**config.mk**
```make
export PLATFORM = sky130hd
export DESIGN_NAME = maze_move_ctrl
export DESIGN_NICKNAME = d
export VERILOG_FILES = /design/src/rtl/maze_pkg.sv /design/src/rtl/dir_arbiter.sv /design/src/rtl/maze_move_ctrl.sv
export SDC_FILE = /design/constraint.sdc
export NUM_CORES = 1
export LEC_CHECK = 0
export BUFFER_PORTS_ARGS = -buffer_cell sky130_fd_sc_hd__buf_2
export CAP_MARGIN = 20
export CORE_UTILIZATION = 49
export DETAILED_ROUTE_END_ITERATION = 16
export PLACE_DENSITY_LB_ADDON = 0.12
export REMOVE_ABC_BUFFERS = 1
export SLEW_MARGIN = 10
export SYNTH_ARGS = -nofsm -noshare
export SYNTH_HDL_FRONTEND = slang
export SYNTH_SLANG_ARGS = --single-unit
export TNS_END_PERCENT = 20
```
**constraint.sdc**
```tcl
create_clock -name i_Clk -period 2.5 [get_ports i_Clk]
set_input_delay 0.125 -clock i_Clk [delete_from_list [all_inputs] [get_ports i_Clk]]
set_output_delay 0.125 -clock i_Clk [all_outputs]
set_load 0.02 [all_outputs]
```
**src/rtl/maze_pkg.sv**
```systemverilog
// maze_pkg: shared encodings and default game geometry for the maze block set.
//   dir_e   : 2-bit move direction (up/down/left/right)
//   state_e : movement controller state encoding (also exposed for debug)
//   MAZE_*  : default grid size, start cell and goal cell, shared with map ROM
//             and display logic.
package maze_pkg;

  typedef enum logic [1:0] {
    DIR_UP    = 2'd0,
    DIR_DOWN  = 2'd1,
    DIR_LEFT  = 2'd2,
    DIR_RIGHT = 2'd3
  } dir_e;

  typedef enum logic [2:0] {
    ST_IDLE     = 3'd0,
    ST_WAIT_KEY = 3'd1,
    ST_LOOKUP   = 3'd2,
    ST_CHECK    = 3'd3,
    ST_WIN      = 3'd4
  } state_e;

  localparam int MAZE_GRID_W  = 8;
  localparam int MAZE_GRID_H  = 8;
  localparam int MAZE_START_X = 0;
  localparam int MAZE_START_Y = 0;
  localparam int MAZE_GOAL_X  = 7;
  localparam int MAZE_GOAL_Y  = 7;
  localparam int MAZE_CNT_W   = 10;

endpackage

```
**src/rtl/dir_arbiter.sv**
```systemverilog
// dir_arbiter: combinational 4-to-2 priority encoder for key vectors.
//   i_Key   : pressed keys, bit0 up, bit1 down, bit2 left, bit3 right
//   o_Dir   : lowest set bit wins (up > down > left > right)
//   o_Valid : at least one key pressed
module dir_arbiter
  import maze_pkg::*;
(
  input  logic [3:0] i_Key,
  output logic [1:0] o_Dir,
  output logic       o_Valid
);

  always_comb begin
    o_Valid = |i_Key;
    o_Dir   = DIR_UP;
    if (i_Key[0])      o_Dir = DIR_UP;
    else if (i_Key[1]) o_Dir = DIR_DOWN;
    else if (i_Key[2]) o_Dir = DIR_LEFT;
    else if (i_Key[3]) o_Dir = DIR_RIGHT;
  end

endmodule

```
**src/rtl/maze_move_ctrl.sv**
```systemverilog
// maze_move_ctrl: turns debounced key events into validated player moves.
//   i_Clk, i_Rst (async, active-low), i_Start (start/restart level)
//   i_fKey/i_Key : one-cycle key event strobe and pressed-key vector
//   o_MapAddr/i_MapData : synchronous wall-map read (data one cycle after addr)
//   o_PosX/o_PosY/o_Moves : player position and successful-move count
//   o_fBump : one-cycle pulse on a rejected move; o_fWin : level in WIN
//   o_Busy : high in LOOKUP/CHECK; o_DbgState : current state_e encoding
// Handshake: a key event is accepted only by the strobe itself; there is no
// ready back to the key block, so an event that finds the single pending slot
// occupied (and not draining this cycle) is lost.
module maze_move_ctrl
  import maze_pkg::*;
#(
  parameter int GRID_W  = MAZE_GRID_W,
  parameter int GRID_H  = MAZE_GRID_H,
  parameter int START_X = MAZE_START_X,
  parameter int START_Y = MAZE_START_Y,
  parameter int GOAL_X  = MAZE_GOAL_X,
  parameter int GOAL_Y  = MAZE_GOAL_Y,
  parameter int CNT_W   = MAZE_CNT_W,
  localparam int A_W = $clog2(GRID_W * GRID_H),
  localparam int X_W = $clog2(GRID_W),
  localparam int Y_W = $clog2(GRID_H)
) (
  input  logic             i_Clk,
  input  logic             i_Rst,
  input  logic             i_Start,
  input  logic             i_fKey,
  input  logic [3:0]       i_Key,
  output logic [A_W-1:0]   o_MapAddr,
  input  logic             i_MapData,
  output logic [X_W-1:0]   o_PosX,
  output logic [Y_W-1:0]   o_PosY,
  output logic [CNT_W-1:0] o_Moves,
  output logic             o_fBump,
  output logic             o_fWin,
  output logic             o_Busy,
  output logic [2:0]       o_DbgState
);

  localparam logic [X_W:0] ONE_X = 1;
  localparam logic [Y_W:0] ONE_Y = 1;

  state_e           state_q, state_d;
  logic             pend_v_q, pend_v_d;
  dir_e             pend_dir_q, pend_dir_d;
  logic [X_W-1:0]   pos_x_q, pos_x_d, tgt_x_q, tgt_x_d;
  logic [Y_W-1:0]   pos_y_q, pos_y_d, tgt_y_q, tgt_y_d;
  logic [CNT_W-1:0] moves_q, moves_d;
  logic [A_W-1:0]   map_addr_q, map_addr_d;
  logic             bump_q, bump_d;
  logic             win_q, win_d;
  logic             busy_q, busy_d;

  logic [1:0]       arb_dir;
  logic             arb_v;
  logic [X_W:0]     tx_w;
  logic [Y_W:0]     ty_w;
  logic             in_bounds;
  logic             consume;
  logic             capture;

  dir_arbiter u_arb (
    .i_Key   (i_Key),
    .o_Dir   (arb_dir),
    .o_Valid (arb_v)
  );

  // Target is computed one bit wider so that stepping off the low edge wraps
  // to a large value and fails the same upper-bound compare as the high edge.
  always_comb begin
    tx_w = {1'b0, pos_x_q};
    ty_w = {1'b0, pos_y_q};
    case (pend_dir_q)
      DIR_UP:    ty_w = {1'b0, pos_y_q} - ONE_Y;
      DIR_DOWN:  ty_w = {1'b0, pos_y_q} + ONE_Y;
      DIR_LEFT:  tx_w = {1'b0, pos_x_q} - ONE_X;
      default:   tx_w = {1'b0, pos_x_q} + ONE_X;
    endcase
    in_bounds = (tx_w < (X_W+1)'(GRID_W)) && (ty_w < (Y_W+1)'(GRID_H));
  end

  always_comb begin
    state_d    = state_q;
    pend_v_d   = pend_v_q;
    pend_dir_d = pend_dir_q;
    pos_x_d    = pos_x_q;
    pos_y_d    = pos_y_q;
    tgt_x_d    = tgt_x_q;
    tgt_y_d    = tgt_y_q;
    moves_d    = moves_q;
    map_addr_d = map_addr_q;
    bump_d     = 1'b0;
    consume    = 1'b0;
    capture    = 1'b0;

    if (i_Start) begin
      // Restart from any state; discards an in-flight lookup result.
      state_d  = ST_WAIT_KEY;
      pos_x_d  = X_W'(START_X);
      pos_y_d  = Y_W'(START_Y);
      moves_d  = '0;
      pend_v_d = 1'b0;
    end else begin
      case (state_q)
        ST_WAIT_KEY: begin
          if (pend_v_q) begin
            consume = 1'b1;
            if (in_bounds) begin
              tgt_x_d    = tx_w[X_W-1:0];
              tgt_y_d    = ty_w[Y_W-1:0];
              map_addr_d = A_W'(int'(ty_w) * GRID_W + int'(tx_w));
              state_d    = ST_LOOKUP;
            end else begin
              bump_d = 1'b1;
            end
          end
        end
        ST_LOOKUP: state_d = ST_CHECK;
        ST_CHECK: begin
          if (i_MapData) begin
            bump_d  = 1'b1;
            state_d = ST_WAIT_KEY;
          end else begin
            pos_x_d = tgt_x_q;
            pos_y_d = tgt_y_q;
            if (moves_q != {CNT_W{1'b1}}) moves_d = moves_q + CNT_W'(1);
            if (tgt_x_q == X_W'(GOAL_X) && tgt_y_q == Y_W'(GOAL_Y))
              state_d = ST_WIN;
            else
              state_d = ST_WAIT_KEY;
          end
        end
        default: ;
      endcase

      // A new event may refill the slot in the same cycle it drains.
      capture = i_fKey && arb_v && (state_q != ST_IDLE) && (state_q != ST_WIN)
                && (!pend_v_q || consume);
      if (capture) begin
        pend_v_d   = 1'b1;
        pend_dir_d = dir_e'(arb_dir);
      end else if (consume) begin
        pend_v_d = 1'b0;
      end
    end

    win_d  = (state_d == ST_WIN);
    busy_d = (state_d == ST_LOOKUP) || (state_d == ST_CHECK);
  end

  always_ff @(posedge i_Clk or negedge i_Rst) begin
    if (!i_Rst) begin
      state_q    <= ST_IDLE;
      pend_v_q   <= 1'b0;
      pend_dir_q <= DIR_UP;
      pos_x_q    <= X_W'(START_X);
      pos_y_q    <= Y_W'(START_Y);
      tgt_x_q    <= '0;
      tgt_y_q    <= '0;
      moves_q    <= '0;
      map_addr_q <= '0;
      bump_q     <= 1'b0;
      win_q      <= 1'b0;
      busy_q     <= 1'b0;
    end else begin
      state_q    <= state_d;
      pend_v_q   <= pend_v_d;
      pend_dir_q <= pend_dir_d;
      pos_x_q    <= pos_x_d;
      pos_y_q    <= pos_y_d;
      tgt_x_q    <= tgt_x_d;
      tgt_y_q    <= tgt_y_d;
      moves_q    <= moves_d;
      map_addr_q <= map_addr_d;
      bump_q     <= bump_d;
      win_q      <= win_d;
      busy_q     <= busy_d;
    end
  end

  assign o_MapAddr  = map_addr_q;
  assign o_PosX     = pos_x_q;
  assign o_PosY     = pos_y_q;
  assign o_Moves    = moves_q;
  assign o_fBump    = bump_q;
  assign o_fWin     = win_q;
  assign o_Busy     = busy_q;
  assign o_DbgState = state_q;

endmodule

```
== Word level (Yosys, flattened, before mapping) ==
Index checks and enable logic that the tools add are counted.
Word-level totals
  output and inout bits: 28
  bits in registers: 37
  logic and storage cells: 87
  input bits: 9
Operators by class
  $add $sub $neg: 6
  bitwise operators: 1
  multiplexer cells: 33
  reductions and logical operators: 20
  equality and inequality tests: 13
  $lt $le $gt $ge: 2
Operators with widths (number)
  $mux W10: 4
  $mux W3: 11
  $pmux W4 S2: 2
  $eq A3 B2 Y1 const B: 4
  $add A10 B1 Y10 const B: 1
  $mux W1: 10
  $ne A10 B10 Y1 const B: 1
  $eq A3 B3 Y1 const B: 3
  $pmux W3 S3: 1
  $add A3 B1 Y4 const B: 2
  $lt A4 B4 Y1 const B: 2
  $mux W2: 4
  $sub A3 B1 Y4 const B: 2
  $add A6 B4 Y6: 1
  $logic_and A1 B1 Y1: 6
  $reduce_bool A3 Y1: 2
  $reduce_and A2 Y1: 2
  $reduce_and A4 Y1: 1
  $reduce_bool A2 Y1: 2
  $reduce_or A4 Y1: 1
  $eq A3 B1 Y1 const B: 1
  $ne A3 B3 Y1 const B: 1
  $reduce_and A3 Y1: 1
  $eq A2 B1 Y1 const B: 1
  other kinds (8): 9

== Depth between registers and ports, before layout ==
Gate-level depths: netlist of the first run.
  depth in word-level cells: 11
  gate-level depth with buffers: 9
  depth with buffers taken out: 7

== Modules after synthesis ==
A second synthesis of the first run with hierarchy kept.
Second synthesis, totals
  cell total of the unflattened synthesis: 173
  area total of the unflattened synthesis: 1915.6 sq um
By module, submodules not included
  maze_move_ctrl: area each 1880.6 sq um, sequential area each 850.8 sq um, times used 1, cells an instance 166
  dir_arbiter: area each 35.0 sq um, sequential area each 0.0 sq um, times used 1, cells an instance 7

== Least setup slack after synthesis of the first run ==
Ideal clock, no wire load.
  path type: register -> register
  start point: reg pend_dir_q[1]
  end point: reg map_addr_q[3] (netlist: o_MapAddr[3])
  required time: 2375 ps
  path slack: -144 ps
  path buffers: 2
  period minus slack after synthesis: 2644 ps
  cell stages (with the launch flop): 10
  setup time: 125 ps
  data arrival time: 2519 ps
  cells stage by stage: dfrtp_1 buf_1 or2b_1 ha_1 and3_1 o21ai_0 a32oi_2 nor4_1 buf_6 mux2_4
Between the ends
  cells in the longest elaborated chain, start to end: 6
  elaborated cells between the ends (all ways): 11
  those cells by class: add/sub: 1; order compare: 2; eq/ne: 2; mux: 2; reduce/logical: 4
Ends and longest elaborated chain
  from (decl): line maze_move_ctrl.sv:46  | dir_e pend_dir_q, pend_dir_d;
  from (signal assigned): line maze_move_ctrl.sv:169  | pend_dir_q <= pend_dir_d;
  $eq A2 B1 Y1 or $logic_not A2 Y1 (tied branches): line maze_move_ctrl.sv:74  | case (pend_dir_q)
  $reduce_or A2 Y1 (no line)
  $pmux W4 S2: line maze_move_ctrl.sv:74
  $lt A4 B4 Y1: line maze_move_ctrl.sv:80  | in_bounds = (tx_w < (X_W+1)'(GRID_W)) && (ty_w < (Y_W+1)'(GRID_H));
  $logic_and A1 B1 Y1: line maze_move_ctrl.sv:80
  $reduce_and A4 Y1 (no line)
  to (signal assigned): line maze_move_ctrl.sv:175  | map_addr_q <= map_addr_d;
  to (decl): line maze_move_ctrl.sv:50  | logic [A_W-1:0] map_addr_q, map_addr_d;
Parallel ways exist; a longest one is shown, timed or not.
A chain may end at the register's enable or synchronous reset.

== Final worst setup path of the first run ==
  start point: reg pend_dir_q[1]
  end point: reg tgt_y_q[2]
Between the ends
  cells in the longest elaborated chain, start to end: 6
  elaborated cells between the ends (all ways): 10
  those cells by class: order compare: 2; eq/ne: 2; mux: 2; reduce/logical: 4
Ends and longest elaborated chain
  $eq A2 B1 Y1 or $logic_not A2 Y1 (tied branches): line maze_move_ctrl.sv:74
  $reduce_or A2 Y1 (no line)
  $pmux W4 S2: line maze_move_ctrl.sv:74
  $lt A4 B4 Y1: line maze_move_ctrl.sv:80
  $logic_and A1 B1 Y1: line maze_move_ctrl.sv:80
  $reduce_and A4 Y1 (no line)
  to (signal assigned): line maze_move_ctrl.sv:173  | tgt_y_q <= tgt_y_d;
  to (decl): line maze_move_ctrl.sv:48  | logic [Y_W-1:0] pos_y_q, pos_y_d, tgt_y_q, tgt_y_d;
Parallel ways exist; a longest one is shown, timed or not.

==> results by group, run 1 <==
Pwr
  • Combinational share of power: 18.9%
  • Leak: 1.16 nW
  • Clock share of power: 32.0%
  • Worst vdd ir: 0.000323 V
  • Reg power frac: 49.2%
  • PD cells: 573 nW/um^2
  • P_int: 0.936 mW
  • Design Power: 1.28 mW
  • Switching power share of the total: 27.1%
  • Switching power: 0.348 mW

Synth
  • #FFs+latches synth: 34
  • Synth Area per Inst: 10.8 um^2
  • Fraction of the mapped netlist area in adder cells: 4.03%
  • Register area share after synthesis: 45.7%
  • Top-area cell type share of the netlist area: 45.7%
  • Ys flop type: dfrtp_1
  • Post-synthesis compound-gate area fraction: 13.0%
  • Synth area leaders: dfrtp_1 (46%), mux2_4 (6.5%), xor2_1 (4.7%)
  • Post-synthesis xor/xnor area fraction: 6.12%
  • Synth Area in Simple Gates: 16.3%
  • Synth unique cells: 45
  • EDFF count, synth: 0
  • Largest area contributor in the synthesized netlist: dfrtp_1
  • Post-synthesis mux area share: 11.5%
  • Largest family of logic cells by synthesized area: simple AND/OR/NAND/NOR gates
  • Post-synthesis instance area: 1860 um^2
  • Async SR Flop Fraction: 100%
  • Cell count after synthesis: 173
  • Yosys warnings: 0

STA
  • Setup Skew: 2.42 ps
  • Setup WS post-layout: 142 ps
  • Final Hold Fails: 0
  • RSZ-0062 raised after global routing: false
  • Worst hold slack: 53.5 ps
  • Tmin final: 2360 ps
  • Final setup TNS: 0 ps
  • Fin crit share: 94.3%
  • Worst slew margin: 50.6%
  • Final setup violation count: 0
  • Fmax: 0.424 GHz
  • Max Slew Vio Count: 0
  • Least-Margin Pin Slew: 742 ps

Place
  • GP Congestion: 0.729
  • Placed Area: 2110 um^2
  • Setup WS pre-CTS: 36.4 ps
  • DP HPWL: 2680 um
  • Buffers on Ports: 36
  • Placed insts: 256

Critical path
  • CP max stage cell: dfrtp_1
  • CP arrival: 2530 ps
  • Crit-path max cell delay: 370 ps
  • Worst setup EP type: register
  • Buf/Inv on CP: 1
  • Top delay family on crit path: simple AND/OR/NAND/NOR gates
  • Crit-path cells: or2b_1 > ha_1 > and3_1 > o21ai_1 > a32oi_2 > nor4_4 > buf_4 > mux2_4
  • Required time of the critical path: 2670 ps
  • Reg2Reg Launch Point: pend_dir_q[1]
  • Type of the worst setup path: reg2reg
  • FF-to-FF path depth: 8
  • Worst-path fanout max: 4
  • Worst Setup SP: pend_dir_q[1]
  • Critical path launch point type: register
  • Critical path depth in cells: 8

CTS
  • H-tree depth: 2
  • TritonCTS clock tree: done
  • Clock Sinks: 34
  • Worst-Skew Late Latency: 280 ps
  • Number of buffers created by CTS: 5
  • Clock Root Buffer: clkbuf_8
  • Reg clk slew, reported paths: 60 ps
  • Clock Tree Buf Depth: 2

Cells and area
  • Layout area overhead: 20.5%
  • Post-layout util: 61.2%
  • Final nets: 233
  • Design Area, Final: 2240 um^2
  • Share of cells above drive strength 1: 31.1%
  • Antenna cells: 0
  • Non-filler instance count after layout: 267

Detailed routing
  • Vias: 1471
  • Post-route ant nets: 0
  • Final wirelength: 3860 um
  • 1st-iter DRT viols: 53
  • Routed len/inst: 14.5 um
  • Vias per cell: 5.51
  • DR DRC count: 0
  • 1st-pass router iterations: 6

Floorplanning
  • Die H: 63.6 um
  • IO Pins: 37
  • Core Area: 3660 um^2
  • Row count: 22
  • Die area: 4050 um^2
  • Die W: 63.6 um
  • Initial Utilization: 50.8%

Status
  • Status: finished clean

Global route
  • Grt total ovfl: 0
  • First-pass GRT wire length: 6130 um
  • Vias in the first global route: 1341
  • GRT Overall Usage: 20.1%
  • Antenna violations before repair: 0
  • Largest net degree at the start of global routing: 35

Min path
  • Hold_sp: i_Key[0]
  • Worst hold stages: 2
  • Hold Path Class: in2reg

Job
  • Max Cap Viol: 0
-- kinds of logic after synthesis --
family	Yosys count
adder cells (fa/ha/maj)	6
AND/OR/NAND/NOR	57
buffers and inverters	12
flip-flops	34
multiplexers	17
XOR/XNOR	13
AO/OA/AOI/OAI	34
-- worst register-to-register path, delay by kind of cell (launching register included) --
| kind | cells | cell delay (ps) |
|---|---|---|
| AOI/OAI and AO/OA | 2 | 250 |
| adders and majority gates | 1 | 320 |
| buffers and inverters | 1 | 220 |
| DFF | 1 | 370 |
| muxes | 1 | 300 |
| and+or+nand+nor | 3 | 780 |
-- layer usage --
metal  share of wire, %  GRT usage (%)
met5                  0              0
met4                1.7           8.81
met1                 45           24.0
met3                4.4           5.43
met2                 48           33.6
-- cells in the mapped netlist, drive strengths merged (3+ instances only) --
cell and instances:
ha 6, o21a 3, xnor2 3, dfrtp 34, buf 4, nor2 19, mux2 11, o21ai 10
mux2i 6, nand2 7, o2111ai 3, clkbuf 4, inv 4, nand4 4, and3 4, nor3 5
xor2 10, a21oi 6
-- final cells by class --
cell class	count	area, um^2
timing repair buffer	46	262
tap	48	60.1
inverter	4	15.0
clock inverter	1	5.00
clock buffer	7	86.3
fill	310	1420
sequential	34	851
multi-input combinational	127	963
-- repair_timing --
action,CTS,global route
resized for setup,0,7
hold buffers,1,0
endpoints found under the hold margin,34,0
setup endpoints to repair,0,9
setup buffers,0,1
-- flip-flops by register name, indices dropped and copies added (netlist names) --
register    count
o_MapAddr       4
pend_dir_q      2
o_fBump         1
tgt_y_q         3
o_Busy          1
o_PosY          3
tgt_x_q         2
o_DbgState      3
o_Moves        10
o_PosX          3
pend_v_q        1
o_fWin          1
-- power by group through the flow --
stage | clock (mW) | sequential [mW] | combinational (mW)
after global routing | 0.452 | 0.636 | 0.261
final | 0.411 | 0.631 | 0.242
after global placement | 0 | 0.639 | 0.234
after floorplan | 0 | 0.670 | 0.122
after detailed placement | 0 | 0.639 | 0.240
after CTS | 0.426 | 0.631 | 0.241
-- placed cells by master, fill, tap and decap left out, types with 2 or more instances in the layout --
master,instances
nand2b_1,2
xor2_1,10
mux2_4,8
and3_1,4
buf_2,36
mux2_2,3
nor3_1,5
xnor2_1,3
nor2_1,19
nand3_1,2
dfrtp_1,34
a21oi_1,6
ha_1,6
nand4_1,4
o31ai_1,2
nand2_1,7
buf_4,8
o2111ai_1,3
inv_1,4
and2b_1,2
clkbuf_8,6
o21ai_0,9
o21a_1,3
mux2i_1,6
nor3b_1,2
-- path summary, 6_finish.rpt --
path | to | slack, ps
worst max-delay path | tgt_y_q[2] | 140
worst min-delay path | pend_dir_q[0] | 50
worst max register to register | tgt_y_q[2] | 140
worst min register to register | o_MapAddr[3] | 520
max in group asynchronous | o_fWin | 1580
min in group asynchronous | o_Moves[9] | 430
No activity file was read; power rests on OpenSTA's default activity.
==> inputs of run 2 (changes only) <==
BUFFER_PORTS_ARGS = -buffer_cell sky130_fd_sc_hd__buf_4   (was -buffer_cell sky130_fd_sc_hd__buf_2)
CELL_PAD_IN_SITES_DETAIL_PLACEMENT = 0   (was default)
CELL_PAD_IN_SITES_GLOBAL_PLACEMENT = 1   (was default)
CORE_UTILIZATION = 38   (was 49)
==> run 2 against run 1 <==
Sequential cell count unchanged. Core utilization down 12 points. Sequential share of layout area down 1.6 points. Cell area up 4.4%. Critical path type unchanged. Highest routed layer unchanged.
==> results by group, run 2 (same netlist as run 1, synthesis figures left out) <==
Critical path
  • Reg2reg end: o_MapAddr[2]
  • CP arrival: 2510 ps
  • Worst Setup SP: pend_dir_q[1]
  • FF-to-FF path depth: 8
  • Reg2Reg Launch Point: pend_dir_q[1]
  • R2r setup slk: 160 ps
  • Worst-path fanout max: 5
  • Type of the worst setup path: reg2reg
  • Critical path launch point type: register
  • Worst setup EP type: register
  • Required time of the critical path: 2670 ps

CTS
  • Clock Tree Buf Depth: 2
  • H-tree depth: 2
  • Number of buffers created by CTS: 5
  • Postcts setup bufs: 0
  • Worst-Skew Late Latency: 280 ps
  • TritonCTS clock tree: done
  • Clock Sinks: 34
  • Reg clk slew, reported paths: 70 ps
  • Clock Root Buffer: clkbuf_8

Global route
  • Largest net degree at the start of global routing: 35
  • Grt total ovfl: 0
  • GRT Overall Usage: 16.8%
  • Antenna violations before repair: 0
  • First-pass GRT wire length: 6650 um
  • Vias in the first global route: 1366

Cells and area
  • Layout area overhead: 25.8%
  • Share of cells above drive strength 1: 30.4%
  • Filler instances: 447
  • Final nets: 231
  • Antenna cells: 0
  • Most frequent cells in the layout: buf_4 (42), dfrtp_1 (34), nor2_1 (19)
  • Commonest non-fill, non-tap cell in the layout: buf_4
  • Max FFs per register: 10
  • Non-filler instance count after layout: 284

Min path
  • Hold_sp: i_Key[0]
  • Worst hold stages: 2
  • Hold Path Class: in2reg
  • Hold EP: pend_dir_q[0]

Floorplanning
  • Die W: 72.0 um
  • Die area: 5180 um^2
  • Initial Utilization: 39.4%
  • Die H: 72.0 um
  • Row count: 25
  • IO Pins: 37
  • Core Area: 4720 um^2

Pwr
  • P_int: 0.952 mW
  • Reg power frac: 48.5%
  • Switching power share of the total: 27.0%
  • PD cells: 557 nW/um^2
  • Combinational share of power: 19.6%
  • Leak: 1.16 nW
  • Clock share of power: 31.9%
  • Switching power: 0.352 mW
  • Design Power: 1.30 mW
  • Worst vdd ir: 0.000325 V

STA
  • Fmax: 0.427 GHz
  • Final setup TNS: 0 ps
  • Final Hold Fails: 0
  • RSZ-0062 raised after global routing: false
  • Max Slew Vio Count: 0
  • Tmin final: 2340 ps
  • Fin crit share: 93.6%
  • Setup Skew: 6.14 ps
  • Worst slew margin: 56.6%
  • Worst hold slack: 39.6 ps
  • Setup WS post-layout: 159 ps
  • Least-Margin Pin Slew: 634 ps
  • Final setup violation count: 0

Detailed routing
  • Post-route ant nets: 0
  • DR DRC count: 0
  • 1st-iter DRT viols: 54
  • Routed len/inst: 14.2 um
  • Final wirelength: 4030 um
  • 1st-pass router iterations: 4
  • Vias: 1434
  • Vias per cell: 5.05

Place
  • Placed insts: 274
  • Buffers on Ports: 36
  • GP Congestion: 0.756
  • DP HPWL: 2900 um
  • Setup WS pre-CTS: 11.0 ps

Status
  • Status: finished clean

Job
  • Max Cap Viol: 0
-- run 2: cell types whose count changed in the layout (fill, tap and decap cells not counted) --
cell   previous run  this run
buf_2            36         0
buf_4             8        42
-- run 2: routing by layer --
layer	vias up	wire [um]	share of wire, %	track usage [%]
li1	710	-	-	-
met1	696	1850	46	21.5
met2	24	2040	51	28.2
met3	4	97	2.4	3.75
met4	0	42	1.0	6.10
met5	-	0	0	0
-- run 2: critical path, cell delays in order, from the launching register on --
cell and delay (ps):
dfrtp_1 380, or2b_1 250, ha_1 320, and3_1 190, o21ai_1 140, a32oi_2 100
nor4_4 330, buf_6 190, mux2_2 330
-- run 2: worst max path at each step --
| stage | cells after the start | slack (ps) | endpoint |
|---|---|---|---|
| finish | 8 | 160 | o_MapAddr[2] |
| global placement | 8 | 90 | o_MapAddr[2] |
| global route | 8 | 60 | o_MapAddr[2] |
| detailed placement | 8 | 10 | o_MapAddr[2] |
| floorplan | 7 | -1170 | o_MapAddr[2] |
| CTS | 8 | 10 | o_MapAddr[2] |
-- run 2: power groups by stage --
stage	clock network, mW	logic [mW]	registers, mW
after floorplan	0	0.122	0.670
after global placement	0	0.251	0.641
after detailed placement	0	0.255	0.642
after CTS	0.431	0.256	0.633
after global routing	0.454	0.280	0.640
final	0.416	0.256	0.633
-- run 2: layout make-up --
class	instances	area [um^2]	area share, %
inverters	4	15.0	0.641
well taps	67	83.8	3.58
flip-flops and latches	34	851	36.3
clock buffers	7	86.3	3.69
clock inverters	1	5.00	0.214
repair buffers	44	337	14.4
multi-input cells	127	963	41.2
-- run 2: repair_timing --
item                                    CTS  global route
endpoints found under the hold margin    34             0
endpoints found under the setup margin    0             9
gates resized for setup                   0             7
hold buffers                              1             0
-- run 2: through the flow --
step	cell area [um^2]	util (%)
5_1_grt	2340	49.6
3_5_place_dp	2220	47.0
4_1_cts	2320	49.1
2_1_floorplan	1810	-
3_3_place_gp	2220	47.0
6_report	2340	49.6
